**config.mk**
```make
export PLATFORM = sky130hd
export DESIGN_NAME = rv32_decode_exec_unit
export DESIGN_NICKNAME = d
export VERILOG_FILES = /design/src/rtl/rv32_decode_exec_unit.sv
export SDC_FILE = /design/constraint.sdc
export NUM_CORES = 1
export LEC_CHECK = 0
export ABC_CLOCK_PERIOD_IN_PS = 6300
export CORE_MARGIN = 5
export CORE_UTILIZATION = 50
export CTS_CLUSTER_DIAMETER = 150
export DETAILED_ROUTE_END_ITERATION = 7
export HOLD_SLACK_MARGIN = 0.12
export PLACE_DENSITY = 0.76
export SLEW_MARGIN = 20
export SYNTH_ARGS = -nofsm -noshare
export SYNTH_HDL_FRONTEND = slang
export SYNTH_SLANG_ARGS = --single-unit
```
**constraint.sdc**
```tcl
create_clock -name clk -period 6.3 [get_ports clk]
set_clock_uncertainty 0.1 [all_clocks]
set_input_delay 1.26 -clock clk [delete_from_list [all_inputs] [get_ports clk]]
set_output_delay 1.26 -clock clk [all_outputs]
set_load 0.05 [all_outputs]
```
**src/rtl/rv32_decode_exec_unit.sv**
```systemverilog
// Decode, control generation and ALU stage of the 5-stage RV32I core.
// Register indices leave combinationally; every other output is registered with one cycle of latency.
module rv32_decode_exec_unit #(
    parameter int XLEN = 32
) (
    input  logic            clk,
    input  logic            rst,
    input  logic            in_valid,
    input  logic [31:0]     instr,
    input  logic [XLEN-1:0] pc,
    input  logic [XLEN-1:0] data1,
    input  logic [XLEN-1:0] data2,
    output logic [4:0]      rs1,
    output logic [4:0]      rs2,
    output logic            out_valid,
    output logic [4:0]      rd,
    output logic            wr_en,
    output logic            lw_en,
    output logic            sw_en,
    output logic [XLEN-1:0] store_data,
    output logic [XLEN-1:0] alu_out,
    output logic            br_taken,
    output logic [XLEN-1:0] br_target,
    output logic            illegal
);

    localparam logic [6:0] OP_R   = 7'b0110011;
    localparam logic [6:0] OP_I   = 7'b0010011;
    localparam logic [6:0] OP_LD  = 7'b0000011;
    localparam logic [6:0] OP_ST  = 7'b0100011;
    localparam logic [6:0] OP_BR  = 7'b1100011;
    localparam logic [6:0] F7_STD = 7'b0000000;
    localparam logic [6:0] F7_ALT = 7'b0100000;

    logic [6:0]      opcode;
    logic [2:0]      funct3;
    logic [6:0]      funct7;
    logic [4:0]      rd_field;
    logic [XLEN-1:0] imm_i;
    logic [XLEN-1:0] imm_s;
    logic [XLEN-1:0] imm_b;

    assign rs1      = instr[19:15];
    assign rs2      = instr[24:20];
    assign opcode   = instr[6:0];
    assign rd_field = instr[11:7];
    assign funct3   = instr[14:12];
    assign funct7   = instr[31:25];
    assign imm_i    = {{(XLEN-12){instr[31]}}, instr[31:20]};
    assign imm_s    = {{(XLEN-12){instr[31]}}, instr[31:25], instr[11:7]};
    assign imm_b    = {{(XLEN-13){instr[31]}}, instr[31], instr[7], instr[30:25], instr[11:8], 1'b0};

    logic            is_r, is_i, is_ld, is_st, is_br;
    logic            legal;
    logic            alt_op;
    logic [XLEN-1:0] op_b;
    logic [4:0]      shamt;
    logic [XLEN-1:0] alu_res;
    logic [XLEN-1:0] mem_addr;
    logic            lt_s, lt_u, eq;
    logic            br_cond;

    // Opcode classification and legality; funct7 only qualifies R-type and immediate shifts.
    always_comb begin
        is_r  = (opcode == OP_R);
        is_i  = (opcode == OP_I);
        is_ld = (opcode == OP_LD);
        is_st = (opcode == OP_ST);
        is_br = (opcode == OP_BR);
        legal = 1'b0;
        if (is_r) begin
            legal = (funct7 == F7_STD) ||
                    ((funct7 == F7_ALT) && ((funct3 == 3'b000) || (funct3 == 3'b101)));
        end else if (is_i) begin
            if (funct3 == 3'b001)
                legal = (funct7 == F7_STD);
            else if (funct3 == 3'b101)
                legal = (funct7 == F7_STD) || (funct7 == F7_ALT);
            else
                legal = 1'b1;
        end else if (is_ld || is_st) begin
            legal = (funct3 == 3'b010);
        end else if (is_br) begin
            legal = (funct3 != 3'b010) && (funct3 != 3'b011);
        end
    end

    // Subtract only exists for R-type; arithmetic right shift for both R and I forms.
    assign alt_op   = funct7[5] && (((funct3 == 3'b000) && is_r) || (funct3 == 3'b101));
    assign op_b     = (is_r || is_br) ? data2 : (is_st ? imm_s : imm_i);
    assign shamt    = op_b[4:0];
    assign mem_addr = data1 + op_b;
    assign lt_s     = ($signed(data1) < $signed(op_b));
    assign lt_u     = (data1 < op_b);
    assign eq       = (data1 == op_b);

    always_comb begin
        alu_res = '0;
        case (funct3)
            3'b000:  alu_res = alt_op ? (data1 - op_b) : (data1 + op_b);
            3'b001:  alu_res = data1 << shamt;
            3'b010:  alu_res = {{(XLEN-1){1'b0}}, lt_s};
            3'b011:  alu_res = {{(XLEN-1){1'b0}}, lt_u};
            3'b100:  alu_res = data1 ^ op_b;
            3'b101:  alu_res = alt_op ? XLEN'($signed(data1) >>> shamt) : (data1 >> shamt);
            3'b110:  alu_res = data1 | op_b;
            default: alu_res = data1 & op_b;
        endcase
    end

    always_comb begin
        br_cond = 1'b0;
        case (funct3)
            3'b000:  br_cond = eq;
            3'b001:  br_cond = !eq;
            3'b100:  br_cond = lt_s;
            3'b101:  br_cond = !lt_s;
            3'b110:  br_cond = lt_u;
            3'b111:  br_cond = !lt_u;
            default: br_cond = 1'b0;
        endcase
    end

    logic            out_valid_d, out_valid_q;
    logic [4:0]      rd_d, rd_q;
    logic            wr_en_d, wr_en_q;
    logic            lw_en_d, lw_en_q;
    logic            sw_en_d, sw_en_q;
    logic [XLEN-1:0] store_data_d, store_data_q;
    logic [XLEN-1:0] alu_out_d, alu_out_q;
    logic            br_taken_d, br_taken_q;
    logic [XLEN-1:0] br_target_d, br_target_q;
    logic            illegal_d, illegal_q;

    // Idle and illegal slots leave every enable low so nothing downstream acts on them.
    always_comb begin
        out_valid_d  = in_valid;
        rd_d         = '0;
        wr_en_d      = 1'b0;
        lw_en_d      = 1'b0;
        sw_en_d      = 1'b0;
        store_data_d = '0;
        alu_out_d    = '0;
        br_taken_d   = 1'b0;
        br_target_d  = '0;
        illegal_d    = 1'b0;
        if (in_valid) begin
            store_data_d = data2;
            br_target_d  = pc + imm_b;
            if (!legal) begin
                illegal_d = 1'b1;
            end else begin
                wr_en_d    = is_r || is_i || is_ld;
                lw_en_d    = is_ld;
                sw_en_d    = is_st;
                br_taken_d = is_br && br_cond;
                rd_d       = (is_r || is_i || is_ld) ? rd_field : 5'd0;
                if (is_ld || is_st)
                    alu_out_d = mem_addr;
                else if (!is_br)
                    alu_out_d = alu_res;
            end
        end
    end

    always_ff @(posedge clk) begin
        if (rst) begin
            out_valid_q  <= 1'b0;
            rd_q         <= '0;
            wr_en_q      <= 1'b0;
            lw_en_q      <= 1'b0;
            sw_en_q      <= 1'b0;
            store_data_q <= '0;
            alu_out_q    <= '0;
            br_taken_q   <= 1'b0;
            br_target_q  <= '0;
            illegal_q    <= 1'b0;
        end else begin
            out_valid_q  <= out_valid_d;
            rd_q         <= rd_d;
            wr_en_q      <= wr_en_d;
            lw_en_q      <= lw_en_d;
            sw_en_q      <= sw_en_d;
            store_data_q <= store_data_d;
            alu_out_q    <= alu_out_d;
            br_taken_q   <= br_taken_d;
            br_target_q  <= br_target_d;
            illegal_q    <= illegal_d;
        end
    end

    assign out_valid  = out_valid_q;
    assign rd         = rd_q;
    assign wr_en      = wr_en_q;
    assign lw_en      = lw_en_q;
    assign sw_en      = sw_en_q;
    assign store_data = store_data_q;
    assign alu_out    = alu_out_q;
    assign br_taken   = br_taken_q;
    assign br_target  = br_target_q;
    assign illegal    = illegal_q;

endmodule

```
[Word-level counts from Yosys, hierarchy flattened]
Cells that the tools add are included.
Operators by class
  add/subtract/negate cells: 3
  order comparisons: 2
  eq/ne operators: 16
  shifts and indexed selects: 3
  multiplexer cells: 15
  bitwise operators: 6
  reduce and logical (&&, ||, !) cells: 21
Operators by type and width (count)
  $pmux 32 s7: 1
  $mux 32: 5
  $add 32x32->32: 2
  $lt 32x32->1: 2
  $and 32x32->32: 1
  $eq 32x32->1: 1
  $or 32x32->32: 1
  $shl 32x5->32: 1
  $shr 32x5->32: 1
  $sshr 32x5->32: 1
  $sub 32x32->32: 1
  $xor 32x32->32: 1
  $eq 7x6->1 const B: 3
  $eq 3x3->1 const B: 4
  $logic_or 1x1->1: 8
  $eq 7x2->1 const B: 1
  $eq 7x5->1 const B: 1
  $eq 7x7->1 const B: 1
  $logic_not 7->1: 1
  $mux 1: 7
  $eq 3x2->1 const B: 2
  $ne 3x2->1 const B: 2
  $pmux 1 s6: 1
  $logic_and 1x1->1: 5
  8 further kinds: 12
Word-level totals
  register bits: 107
  input port bits: 131
  output and inout port bits: 117
  word-level logic and storage cells: 76

[Depth between registers and ports, before layout]
  depth after elaboration: 8
  depth in mapped cells: 21

[Worst setup path after synthesis]
Ideal clock, no wire load.
  path type: input port to flip-flop
  start point: in instr[2]
  end point: reg alu_out_q[29] (netlist: alu_out[29])
  arrival: 5.652 ns
  required time: 6.080 ns
  path slack: 0.428 ns
  stages on the path: 19
  path buffers: 5
  path through: and4bb_1 > buf_2 > nand3_2 > o221ai_4 > buf_2 > buf_2 > clkbuf_1 > ha_1 > buf_2 > a21oi_1 > a21oi_1 > o2111ai_1 > a21boi_1 > a221o_1 > o31ai_2 > nor3_1 > or3_1 > and3_1 > o31a_1
Between the ends
  cells in the longest elaborated chain, start to end: 8
  elaborated cells between the ends (all ways): 31
  those cells by class: add/sub: 2; eq/ne: 5; shift: 3; mux: 11; bitwise: 4; reduce/logical: 6
Ends and longest elaborated chain
  from (decl): RTL line 9  | input logic [31:0] instr,
  $eq 7x6->1, or another cell as far along: RTL line 68  | is_st = (opcode == OP_ST);
  $mux 5, or another cell as far along: RTL line 90  | assign op_b = (is_r || is_br) ? data2 : (is_st ? imm_s : imm_i);
  $mux 32 / $logic_or 1x1->1 (equally long branches): RTL line 90, 89
  $add 32x32->32, or another cell as far along: RTL line 92, 100
  $mux 32 (on tied branches): RTL line 100, 105
  $pmux 32 s7: RTL line 99  | case (funct3)
  $mux 32: RTL line 160  | else if (!is_br)
  $mux 32: RTL line 158  | if (is_ld || is_st)
  to (signal assigned): RTL line 185  | alu_out_q <= alu_out_d;
  to (decl): RTL line 130  | logic [XLEN-1:0] alu_out_d, alu_out_q;
Parallel ways exist; a longest one is shown, timed or not.
A chain may end at the register's enable or synchronous reset.

[Worst setup path in the final report]
  start point: in instr[2]
  end point: reg alu_out_q[0] (netlist: alu_out[0])
Same word-level chain as after synthesis.

==> metrics <==
status=complete, but fails checks; violated checks=design-rule violations; Main synth FF type=dfxtp_1; Clk pin slew, worst setup/hold paths=80 ps; initial antenna violation count=2; register bit total from synthesis=around 110; Clock Tree Buf Depth=2; critical path cell sequence=clkdlybuf4s50_1, and4bb_1, nand2_1, nor2_2, buf_12, nor2b_1, buf_12, a21o_1, inv_1, ha_1, or3_1, or3_1, nor4_1, nor3b_1, nand4_1, nand3_1, xnor2_1, a221oi_1, nor2_1; fin crit share=between 90% and 100%; DR iter-0 viols=a little under 3,000; Post-Syn Area per Cell=about 7.1 µm²; post-synthesis net count=2,288; vias in the first global route=~17,000; Post-Synth XOR/XNOR Area=4.18%; DRC violation count after routing=8; Slowest-stage cell, CP=nor3b_1; WL/cell=between 20 and 30 µm; Vias=approximately 18,000; Final Hold Violating Endpoints=0; Leak=approximately 7.7 nW; cell row count=62; Overall Power=about 2.9 mW; Min-Delay Path Depth=2; port bufs=about 240; drt first pass iters=8; CP arrival=6350 ps; Worst Hold Endpoint=br_target[0]$_SDFF_PP0_; number of flops mapped to enable cells by yosys=0; library cells used by synthesis=94; Synth Area in Compound Gates=31.4%; Worst-Margin Slew=between 800 and 900 ps; fillcell total=about 2,600; CTS Root Cell=clkbuf_16; post-synthesis cell area=~14,000 µm²; Max Slew Vio Count=0; Post-Synthesis Cells=approximately 2,000; Post-CTS Setup Inserts=0; Ant. Diodes=0; # hold bufs at CTS=0; Tmin final=between 6000 and 7000 ps; CTS H-Tree Depth=3; Area Overhead vs Synth=23.4%; CP Capture Type=flip-flop; endpoints failing setup=0; FMAX=about 0.16 GHz; GRT Total Usage=41.0%; area of the core=around 29,000 µm²; Crit Path Category=in -> reg; largest net degree at the start of global routing=between 60 and 70; dpl ws=-123 ps; first-pass GRT wire length=105,000 µm; Tightest Hold Check Type=in -> reg; final antenna-violating net count=0; Final nets=approximately 2,500; Die ar.=~32,000 µm²; Critical path buffers and inverters=4; share of layout cells above drive strength 1=approximately 7.5%; Remaining Overflow, GRT=0; Ys Warns=0; CP delay by family, top=simple AND/OR/NAND/NOR gates; IO Pins=around 250; Max-slew headroom=42.3%; RSZ-0062 raised after global routing=no; die extent in y=180 µm; adder and majority cell fraction of the synthesized area=between 10% and 20%; Pwr Density=161 nW/µm²; register area=about 2100 µm²; Max VDD drop=roughly 0.00018 V; startpoint types=primary input; mux contribution to synthesized area=under 10%; die span in x=about 180 µm; gp weighted congestion=between 1 and 1.5; Post-CTS Resized=0; CTS tree=yes; Post-Synth Simple-Gate Area=roughly 22%; ys async rst share=0%; Max stage delay on crit path=roughly 600 ps; Post-DP HPWL=55,700 µm; main combinational cell family by area after synthesis=compound AO/OA/AOI/OAI gates; Worst Path Max Fanout=23; CTS Buf Count=9; min-delay src=pc[0]; Routed WL=71,300 µm; Final WS setup=roughly 100 ps; max_cap viols=0; clk sinks=between 100 and 150; WHS=between 1000 and 1500 ps; total negative slack=0 ps; multi-input logic area=around 11,000 µm²; Worst Path Required=6450 ps; sequential area share after synthesis=14.8%; Avg Vias per Cell=6.86; initial core utilization=around half
## power breakdown
part	internal (mW)	switching [mW]
logic	0.570	0.999
registers	0.703	0.00658
clock network	0.289	0.304
## Yosys cell counts (all sizes together) (42+ instances only)
| master | instances | area [µm²] |
|---|---|---|
| inv | 110 | 413 |
| o21ai | 147 | 736 |
| nand2 | 228 | 856 |
| nor2 | 201 | 759 |
| nor3 | 42 | 226 |
| a21oi | 145 | 737 |
| dfxtp | 107 | 2140 |
| and2 | 46 | 288 |
| ha | 129 | 1610 |
| a21o | 57 | 428 |
| buf | 47 | 270 |
| mux2i | 119 | 1190 |
| xnor2 | 50 | 438 |
| clkbuf | 92 | 345 |
## cells in the final DEF (no fill, tap or decap), types with 28 or more instances in the layout
cell type          n
nor2_1           196
inv_1            107
xnor2_1           50
ha_1             129
and2_1            46
nand3_1           39
a21oi_1          143
nand2_1          228
buf_4             97
o21ai_0          125
a21o_1            57
nor3_1            40
a22o_1            28
dfxtp_1          107
mux2i_1          119
clkdlybuf4s50_1  237
a31oi_1           30
## sequential cells by signal, summed over array words and instances (netlist names)
signal      count
alu_out        32
sw_en           1
wr_en           1
store_data     32
br_target      32
rd              5
lw_en           1
illegal         1
br_taken        1
out_valid       1
## metrics by stage
stage | utilization (%) | instances | area [µm²]
after floorplan | - | 2026 | 14500
after global placement | 61.3 | 2609 | 17500
after detailed placement | 61.3 | 2609 | 17500
after CTS | 62.3 | 2625 | 17800
after global routing | 62.3 | 2625 | 17800
final | 62.3 | 2625 | 17800
## final cells by class
type / count / share of cell area, %
inverter: 114 / 2.40
tap: 384 / 2.69
sequential: 107 / 12.0
multi-input combinational: 1666 / 63.4
timing repair buffer: 338 / 17.8
clock buffer: 10 / 1.34
clock inverter: 6 / 0.316
## worst max-delay path by stage
| stage | endpoint | slack, ps | cells after the start | startpoint |
|---|---|---|---|---|
| after CTS | alu_out[0]$_SDFF_PP0_ | 240 | 19 | instr[2] |
| after detailed placement | alu_out[0]$_SDFF_PP0_ | -120 | 19 | instr[2] |
| after global placement | br_taken$_SDFF_PP0_ | 0.3 | 20 | instr[2] |
| final | alu_out[0]$_SDFF_PP0_ | 100 | 19 | instr[2] |
| after floorplan | alu_out[29]$_SDFF_PP0_ | 430 | 19 | instr[2] |
| after global routing | alu_out[29]$_SDFF_PP0_ | 6 | 18 | instr[0] |
## kinds of logic (layout without fill, tap and decap cells)
family	after synthesis	in the layout
compound gates	665	665
xor+xnor	69	69
fa+ha+maj	131	131
buf+inv	253	468
flops	107	107
mux	133	133
simple gates	668	668
## layer usage
layer	track usage [%]	wire length, µm	up-vias
met5	1.78	103	-
met4	22.1	4900	6
met3	13.3	10400	366
met2	62.2	29500	1655
met1	51.6	26300	8209
li1	-	-	7761
Note: power is estimated with default switching activity, not from simulation.
